==> src/rtl/traffic_light_ctrl.sv <==
// traffic_light_ctrl: two-road (NS/EW) intersection controller with
// pedestrian-shortened greens and a night flashing-yellow mode.
module traffic_light_ctrl #(
    parameter int GREEN_CYC  = 20,
    parameter int MIN_GREEN  = 5,
    parameter int YELLOW_CYC = 4,
    parameter int ALLRED_CYC = 2,
    parameter int FLASH_CYC  = 8,
    parameter int CNT_W      = 16
) (
    input  logic       clk,
    input  logic       rst,
    input  logic       ped_req,
    input  logic       night_mode,
    output logic       ns_green,
    output logic       ns_yellow,
    output logic       ns_red,
    output logic       ew_green,
    output logic       ew_yellow,
    output logic       ew_red,
    output logic       ped_walk,
    output logic [2:0] phase
);

    typedef enum logic [2:0] {
        AR_TO_NS  = 3'd0,
        NS_GREEN  = 3'd1,
        NS_YELLOW = 3'd2,
        AR_TO_EW  = 3'd3,
        EW_GREEN  = 3'd4,
        EW_YELLOW = 3'd5,
        FLASH     = 3'd6
    } state_t;

    // Last count value of each timed phase (counter starts at 0 on entry)
    localparam logic [CNT_W-1:0] GREEN_LAST  = CNT_W'(GREEN_CYC - 1);
    localparam logic [CNT_W-1:0] MIN_LAST    = CNT_W'(MIN_GREEN - 1);
    localparam logic [CNT_W-1:0] YELLOW_LAST = CNT_W'(YELLOW_CYC - 1);
    localparam logic [CNT_W-1:0] ALLRED_LAST = CNT_W'(ALLRED_CYC - 1);
    localparam logic [CNT_W-1:0] FLASH_LAST  = CNT_W'(FLASH_CYC - 1);

    state_t           state;
    state_t           state_nxt;
    logic [CNT_W-1:0] cnt;
    logic [CNT_W-1:0] cnt_nxt;
    logic             ped_pend;
    logic             flash_on;
    logic             in_green;
    logic             yellow_first;

    assign in_green     = (state == NS_GREEN) || (state == EW_GREEN);
    assign yellow_first = ((state == NS_YELLOW) || (state == EW_YELLOW)) && (cnt == '0);
    assign phase        = state;

    // State and phase counter registers
    always_ff @(posedge clk or posedge rst) begin
        if (rst) begin
            state <= AR_TO_NS;
            cnt   <= '0;
        end else begin
            state <= state_nxt;
            cnt   <= cnt_nxt;
        end
    end

    // Next-state logic; the counter restarts on every state change and on each FLASH half-period
    always_comb begin
        state_nxt = state;
        cnt_nxt   = cnt + CNT_W'(1);
        case (state)
            AR_TO_NS: begin
                if (cnt == ALLRED_LAST)
                    state_nxt = night_mode ? FLASH : NS_GREEN;
            end
            NS_GREEN: begin
                if ((cnt == GREEN_LAST) || (ped_pend && (cnt >= MIN_LAST)))
                    state_nxt = NS_YELLOW;
            end
            NS_YELLOW: begin
                if (cnt == YELLOW_LAST)
                    state_nxt = AR_TO_EW;
            end
            AR_TO_EW: begin
                if (cnt == ALLRED_LAST)
                    state_nxt = night_mode ? FLASH : EW_GREEN;
            end
            EW_GREEN: begin
                if ((cnt == GREEN_LAST) || (ped_pend && (cnt >= MIN_LAST)))
                    state_nxt = EW_YELLOW;
            end
            EW_YELLOW: begin
                if (cnt == YELLOW_LAST)
                    state_nxt = AR_TO_NS;
            end
            FLASH: begin
                if (cnt == FLASH_LAST) begin
                    cnt_nxt = '0;
                    if (!night_mode)
                        state_nxt = AR_TO_NS;
                end
            end
            default: begin
                state_nxt = AR_TO_NS;
            end
        endcase
        if (state_nxt != state)
            cnt_nxt = '0;
    end

    // Sticky pedestrian request: consumed on the first yellow cycle, but a new request that cycle wins
    always_ff @(posedge clk or posedge rst) begin
        if (rst)
            ped_pend <= 1'b0;
        else
            ped_pend <= ped_req || (ped_pend && !yellow_first);
    end

    // Walk indication latches once a request is seen during green and drops when the green is over
    always_ff @(posedge clk or posedge rst) begin
        if (rst)
            ped_walk <= 1'b0;
        else
            ped_walk <= in_green && (ped_req || ped_pend || ped_walk);
    end

    // Night blink phase: starts lit on FLASH entry and toggles at each half-period end
    always_ff @(posedge clk or posedge rst) begin
        if (rst)
            flash_on <= 1'b1;
        else if (state != FLASH)
            flash_on <= 1'b1;
        else if (cnt == FLASH_LAST)
            flash_on <= !flash_on;
    end

    // Moore lamp decode from the state register
    always_comb begin
        ns_green  = 1'b0;
        ns_yellow = 1'b0;
        ns_red    = 1'b0;
        ew_green  = 1'b0;
        ew_yellow = 1'b0;
        ew_red    = 1'b0;
        case (state)
            NS_GREEN: begin
                ns_green = 1'b1;
                ew_red   = 1'b1;
            end
            NS_YELLOW: begin
                ns_yellow = 1'b1;
                ew_red    = 1'b1;
            end
            EW_GREEN: begin
                ns_red   = 1'b1;
                ew_green = 1'b1;
            end
            EW_YELLOW: begin
                ns_red    = 1'b1;
                ew_yellow = 1'b1;
            end
            FLASH: begin
                ns_yellow = flash_on;
                ew_yellow = flash_on;
            end
            default: begin
                ns_red = 1'b1;
                ew_red = 1'b1;
            end
        endcase
    end

endmodule

==> config.mk <==
export PLATFORM = sky130hd
export DESIGN_NAME = traffic_light_ctrl
export DESIGN_NICKNAME = d
export VERILOG_FILES = /design/src/rtl/traffic_light_ctrl.sv
export SDC_FILE = /design/constraint.sdc
export NUM_CORES = 1
export LEC_CHECK = 0
export CORE_MARGIN = 2
export CORE_UTILIZATION = 35
export CTS_BUF_LIST = sky130_fd_sc_hd__clkbuf_16
export CTS_CLUSTER_SIZE = 12
export DETAILED_ROUTE_END_ITERATION = 10
export PLACE_DENSITY = 0.5
export SYNTH_ARGS = -nofsm -noshare
export SYNTH_HDL_FRONTEND = slang
export SYNTH_SLANG_ARGS = --single-unit
export TNS_END_PERCENT = 50
==> constraint.sdc <==
create_clock -name clk -period 4.8 [get_ports clk]
set_input_delay 0.96 -clock clk [delete_from_list [all_inputs] [get_ports clk]]
set_output_delay 0.96 -clock clk [all_outputs]
set_load 0.02 [all_outputs]
==> flow_metrics.tcl, run 1 <==
set metrics [dict create \
    hp-class "flop to flop" \
    post-synth-top-count-cell "dfrtp_1" \
    gr-total-overflow 0 \
    synthTopCellsByCount "21 x dfrtp_1, 16 x nand2_1, 10 x nor2_1, 10 x nor2_2, 9 x xnor2_1" \
    gp_congestion 0.849 \
    tritoncts "yes" \
    yosys.area.top_type "dfrtp_1" \
    power.leakage_uw 0.000712 \
    met2_usage 0.218 \
    crit_family "flip-flops" \
    worstPathArrival_ns 2.11 \
    postSynthAreaPerCell_um2 9.08 \
    crit_slowest_cell "dfrtp_1" \
    nFillCells 399 \
    ant_nets 0 \
    placed_area_um2 1570 \
    critPathMaxStageDelay_ns 0.65 \
    area_growth_pct 15.8 \
    fin_crit_ns 3.07 \
    timing.slew.headroom 0.392 \
    rrSetupSlack_ns 2.11 \
    drc 0 \
    crit_type "flop to output port" \
    drt_iter0_drc 99 \
    cts_made_buffers 3 \
    final_layout_size_suffix_gt1_frac 0.139 \
    fmax_mhz 325 \
    fin_area_um2 1650 \
    clkSinkCount 22 \
    die_area_um2 4600 \
    wl_um 3000 \
    syn_area_um2 1430 \
    dp_hpwl_um 2190 \
    ys.flop_type "dfrtp_1" \
    die_h_um 67.8 \
    finalClockSkew_ns 0.00620 \
    cts.reportedPaths.clkPinSlew_ns 0.06 \
    grt_pass1_vias 1041 \
    finalHoldViolations 0 \
    synth_cell_types 39 \
    ir_drop_uv 192 \
    path_cells "nor2b_1 > nand2_1 > a21boi_0 > clkdlybuf4s50_1" \
    timing.hold.ws_ns 0.515 \
    initial_core_util 0.359 \
    crit_required_ns 3.84 \
    worst_pin_slew_ns 0.904 \
    met1_usage 0.214 \
    rsz0062_at_grt "no" \
    post_cts_buffers 0 \
    cts_hold_buf 0 \
    io_pins 14 \
    antenna_found_initial 0 \
    cts_resized 0 \
    cts_root_buf "clkbuf_16" \
    cts_max_level 1 \
    post-route-period-util 0.640 \
    fin_nets 174 \
    critical_path_buf_inv_count 1 \
    status "complete, no violations" \
    portBuffers 13 \
    synth_edf_count 0 \
    end_kind "output port" \
    tns_ns 0 \
    yosys-top-cells-area "dfrtp_1 37%, xnor2_1 5.5%, nor2_2 4.4%" \
    synthCells 157 \
    setup_viol 0 \
    dr.pass1.iters 4 \
    cts_buffer_depth 2 \
    grt_use_met3 0.0395 \
    grt.busiest_layer "met2" \
    diodes 0 \
    cp-start-kind "flop" \
    p_per_area_nw_per_um2 532 \
    ys_async_sr_fraction 1.00 \
    grt_pass1_wl_um 5060 \
    maxSlewViolCount 0 \
    track_usage 0.148 \
    ys_warn_count 0 \
    via_per_inst 5.22 \
    wl_per_cell_um 13.9 \
    ys_seq_area_frac 0.387 \
    grt_max_degree 23 \
    ys_ff_latch 22 \
    insertion_delay_ns 0.25 \
    num_vias 1128 \
    drv_cap 0 \
    synthDominantCellAreaShare 0.369 \
    die_x_um 67.8 \
    critPathMaxFanout 17 \
    coreArea_um2 3970 \
    rows 23 \
    synth_fp_nets 164 \
]
## path summary, 6_finish.rpt
path	from	endpoint	cells after the start
setup / recovery	phase[1]	ew_yellow	4
hold / removal	cnt[0]	cnt[0]	1
setup reg to reg	cnt[11]	cnt[1]	5
hold reg to reg	cnt[0]	cnt[0]	1
max in group asynchronous	rst	cnt[7]	2
min in group asynchronous	rst	phase[2]	2
## state kept, by name, indices dropped and copies added (netlist names)
signal / flops
cnt: 16
flash_on: 1
ped_pend: 1
ped_walk: 1
phase: 3
## per-layer routing
layer / share of wire / vias to the layer above
met5: 0 / -
met1: 0.50 / 535
met4: 0.0067 / 0
met2: 0.45 / 25
met3: 0.046 / 2
li1: - / 566
## power by group
part           switching [µW]  leakage, µW  total, µW  internal [µW]
Clock                    65.0    0.0000423        176            111
Sequential               71.1     0.000287        290            219
Combinational             229     0.000383        412            183
Total                     365     0.000712        877            513
## cells by family after synthesis
group	share of synthesized area
and+or+nand+nor	0.341
xor gates and xnor gates	0.0983
DFF	0.387
adders and majority gates	0.0263
AOI/OAI and AO/OA	0.0896
muxes	0.00702
buffers and inverters	0.0509
## cells in the final DEF (no fill, tap or decap), drive strengths merged, types with 4 or more instances in the layout
master          n
dfrtp          21
nor2           20
nand2          16
clkdlybuf4s50  13
xnor2           9
inv             8
nand3           8
xor2            7
nor3            7
nor4            6
o21ai           6
a21oi           5
or4             4
## cell type report
| cell class | instances | area [µm²] | area share |
|---|---|---|---|
| inverter | 7 | 26.3 | 0.0159 |
| tap | 50 | 62.6 | 0.0379 |
| clock buffer | 3 | 75.1 | 0.0455 |
| multi-input combinational | 120 | 801 | 0.485 |
| timing repair buffer | 13 | 130 | 0.0788 |
| sequential | 22 | 552 | 0.334 |
| clock inverter | 1 | 3.75 | 0.00227 |
## worst register-to-register path: cells and delay by family (launching register included)
family	cells	cell delay, ns
flip-flops	1	0.44
AO/OA/AOI/OAI	1	0.25
AND/OR/NAND/NOR	4	1.86
## metrics by stage
stage          worst slack [ns]  utilization  cells  power [µW]
4_1_cts                    1.73        0.416    216         884
2_1_floorplan              2.22            -    157         593
3_3_place_gp               1.79        0.396    212         705
6_report                   1.73        0.416    216         877
5_1_grt                    1.60        0.416    216         947
3_5_place_dp               1.72        0.396    212         705
Note: power is estimated with default switching activity, not from simulation.
==> run 2: changes to the inputs <==
Settings changed: PLACE_DENSITY 0.5 to 0.52.
Clock period 4.8 ns to 2.6 ns, I/O delays scaled along.
==> flow_metrics.tcl, run 2 (same netlist as run 1, synthesis figures left out) <==
set metrics [dict create \
    p_per_area_nw_per_um2 1040 \
    gp_congestion 0.824 \
    placed_cells 218 \
    ant_nets 0 \
    die_x_um 67.8 \
    hp-class "flop to flop" \
    gr-total-overflow 0 \
    cts.reportedPaths.clkPinSlew_ns 0.06 \
    end_kind "output port" \
    diodes 0 \
    crit_required_ns 2.08 \
    initial_core_util 0.359 \
    dp_hpwl_um 2130 \
    antenna_found_initial 0 \
    final_common_cell "dfrtp_1" \
    grt_pass1_wl_um 5270 \
    rsz0062_at_grt "no" \
    maxSlewViolCount 0 \
    post_cts_buffers 0 \
    status "complete, no violations" \
    num_vias 1148 \
    clkSinkCount 22 \
    rows 23 \
    dr.pass1.iters 4 \
    p_total_uw 1790 \
    timing.slew.headroom 0.602 \
    finalHoldViolations 0 \
    wl_per_cell_um 13.3 \
    final_layout_size_suffix_gt1_frac 0.174 \
    tritoncts "yes" \
    critPathMaxFanout 11 \
    final_cell_mix "21 x dfrtp_1, 16 x nand2_1, 13 x clkdlybuf4s50_1" \
    crit_type "flop to output port" \
    grt_max_degree 23 \
    area_growth_pct 20.8 \
    cts_resized 0 \
    fin_nets 180 \
    stdcell_count 222 \
    drv_cap 0 \
    fmax_mhz 401 \
    die_h_um 67.8 \
    regMostFlops "cnt" \
    cp-start-kind "flop" \
    cts_buffer_depth 2 \
    cts_hold_buf 0 \
    grt_pass1_vias 1121 \
    via_per_inst 5.17 \
    power.leakage_uw 0.000750 \
    post-route-period-util 0.959 \
    coreArea_um2 3970 \
    die_area_um2 4600 \
    fin_crit_ns 2.49 \
    largest_reg_flops 16 \
    portBuffers 13 \
    io_pins 14 \
    wl_um 2940 \
    cts_root_buf "clkbuf_16" \
    nFillCells 393 \
    track_usage 0.151 \
    finalClockSkew_ns 0.00312 \
    worstPathArrival_ns 1.97 \
    setup_viol 0 \
    worst_pin_slew_ns 0.597 \
    drc 0 \
    drt_iter0_drc 98 \
    cts_made_buffers 3 \
    cts_max_level 1 \
    ir_drop_uv 327 \
    tns_ns 0 \
    insertion_delay_ns 0.26 \
]
## run 2: cell count changes in the layout (fill, tap and decap cells not counted)
cell       previous run  this run
inv_1                 8         7
buf_4                 0         6
bufinv_16             0         1
## run 2: metrics by stage
step                      area, µm²   util  worst slack, ns  hold WS [ns]
final                          1720  0.434            0.105         0.503
after detailed placement       1620  0.407          -0.0471         0.495
after global placement         1620  0.407           0.0638         0.506
after global routing           1720  0.434          0.00120         0.544
after floorplan                1430      -            0.288         0.473
after CTS                      1720  0.434           0.0922         0.514
## run 2: report_power, final
| group | total [µW] | leakage, µW | switching, µW | internal [µW] |
|---|---|---|---|---|
| logic | 840 | 0.000412 | 455 | 386 |
| registers | 511 | 0.000287 | 107 | 404 |
| clock network | 434 | 0.0000511 | 128 | 306 |
| total | 1790 | 0.000750 | 690 | 1100 |
## run 2: final cells by class
cell class / instances / area (µm²) / share of cell area
well taps: 50 / 62.6 / 0.0363
multi-input cells: 120 / 801 / 0.465
flip-flops and latches: 22 / 552 / 0.320
clock buffers: 3 / 75.1 / 0.0436
clock inverters: 1 / 30.0 / 0.0174
repair buffers: 19 / 175 / 0.102
inverters: 7 / 26.3 / 0.0153
## run 2: final timing paths
check                      cells after the start   endpoint  slack (ns)     start
max reg2reg                                    5     cnt[1]        0.13    cnt[8]
min reg2reg                                    1   ped_walk        0.50  phase[1]
max                                            4  ew_yellow        0.11  phase[0]
max in group asynchronous                      3   flash_on        1.72       rst
min in group asynchronous                      3   phase[0]        0.60       rst
min                                            1   ped_walk        0.50  phase[1]
## run 2: metal layers
layer  share of wire  routed length (µm)  GRT usage
met1            0.48                1430      0.218
met3           0.044                 131     0.0296
met4           0.012                  36     0.0450
met2            0.46                1350      0.227
met5               0                   0          0
## run 2: worst max-delay path, stage by stage, from the launching register on
cell and delay [ns]:
dfrtp_1 0.51, nor2b_1 0.29, nand2_1 0.09, a21boi_0 0.20, clkdlybuf4s50_1 0.63
==> run 3: changes to the inputs <==
Settings changed: CAP_MARGIN from default to 30.
==> results of run 3 <==
Final layout, timing and power as in run 2 (identical DEF).
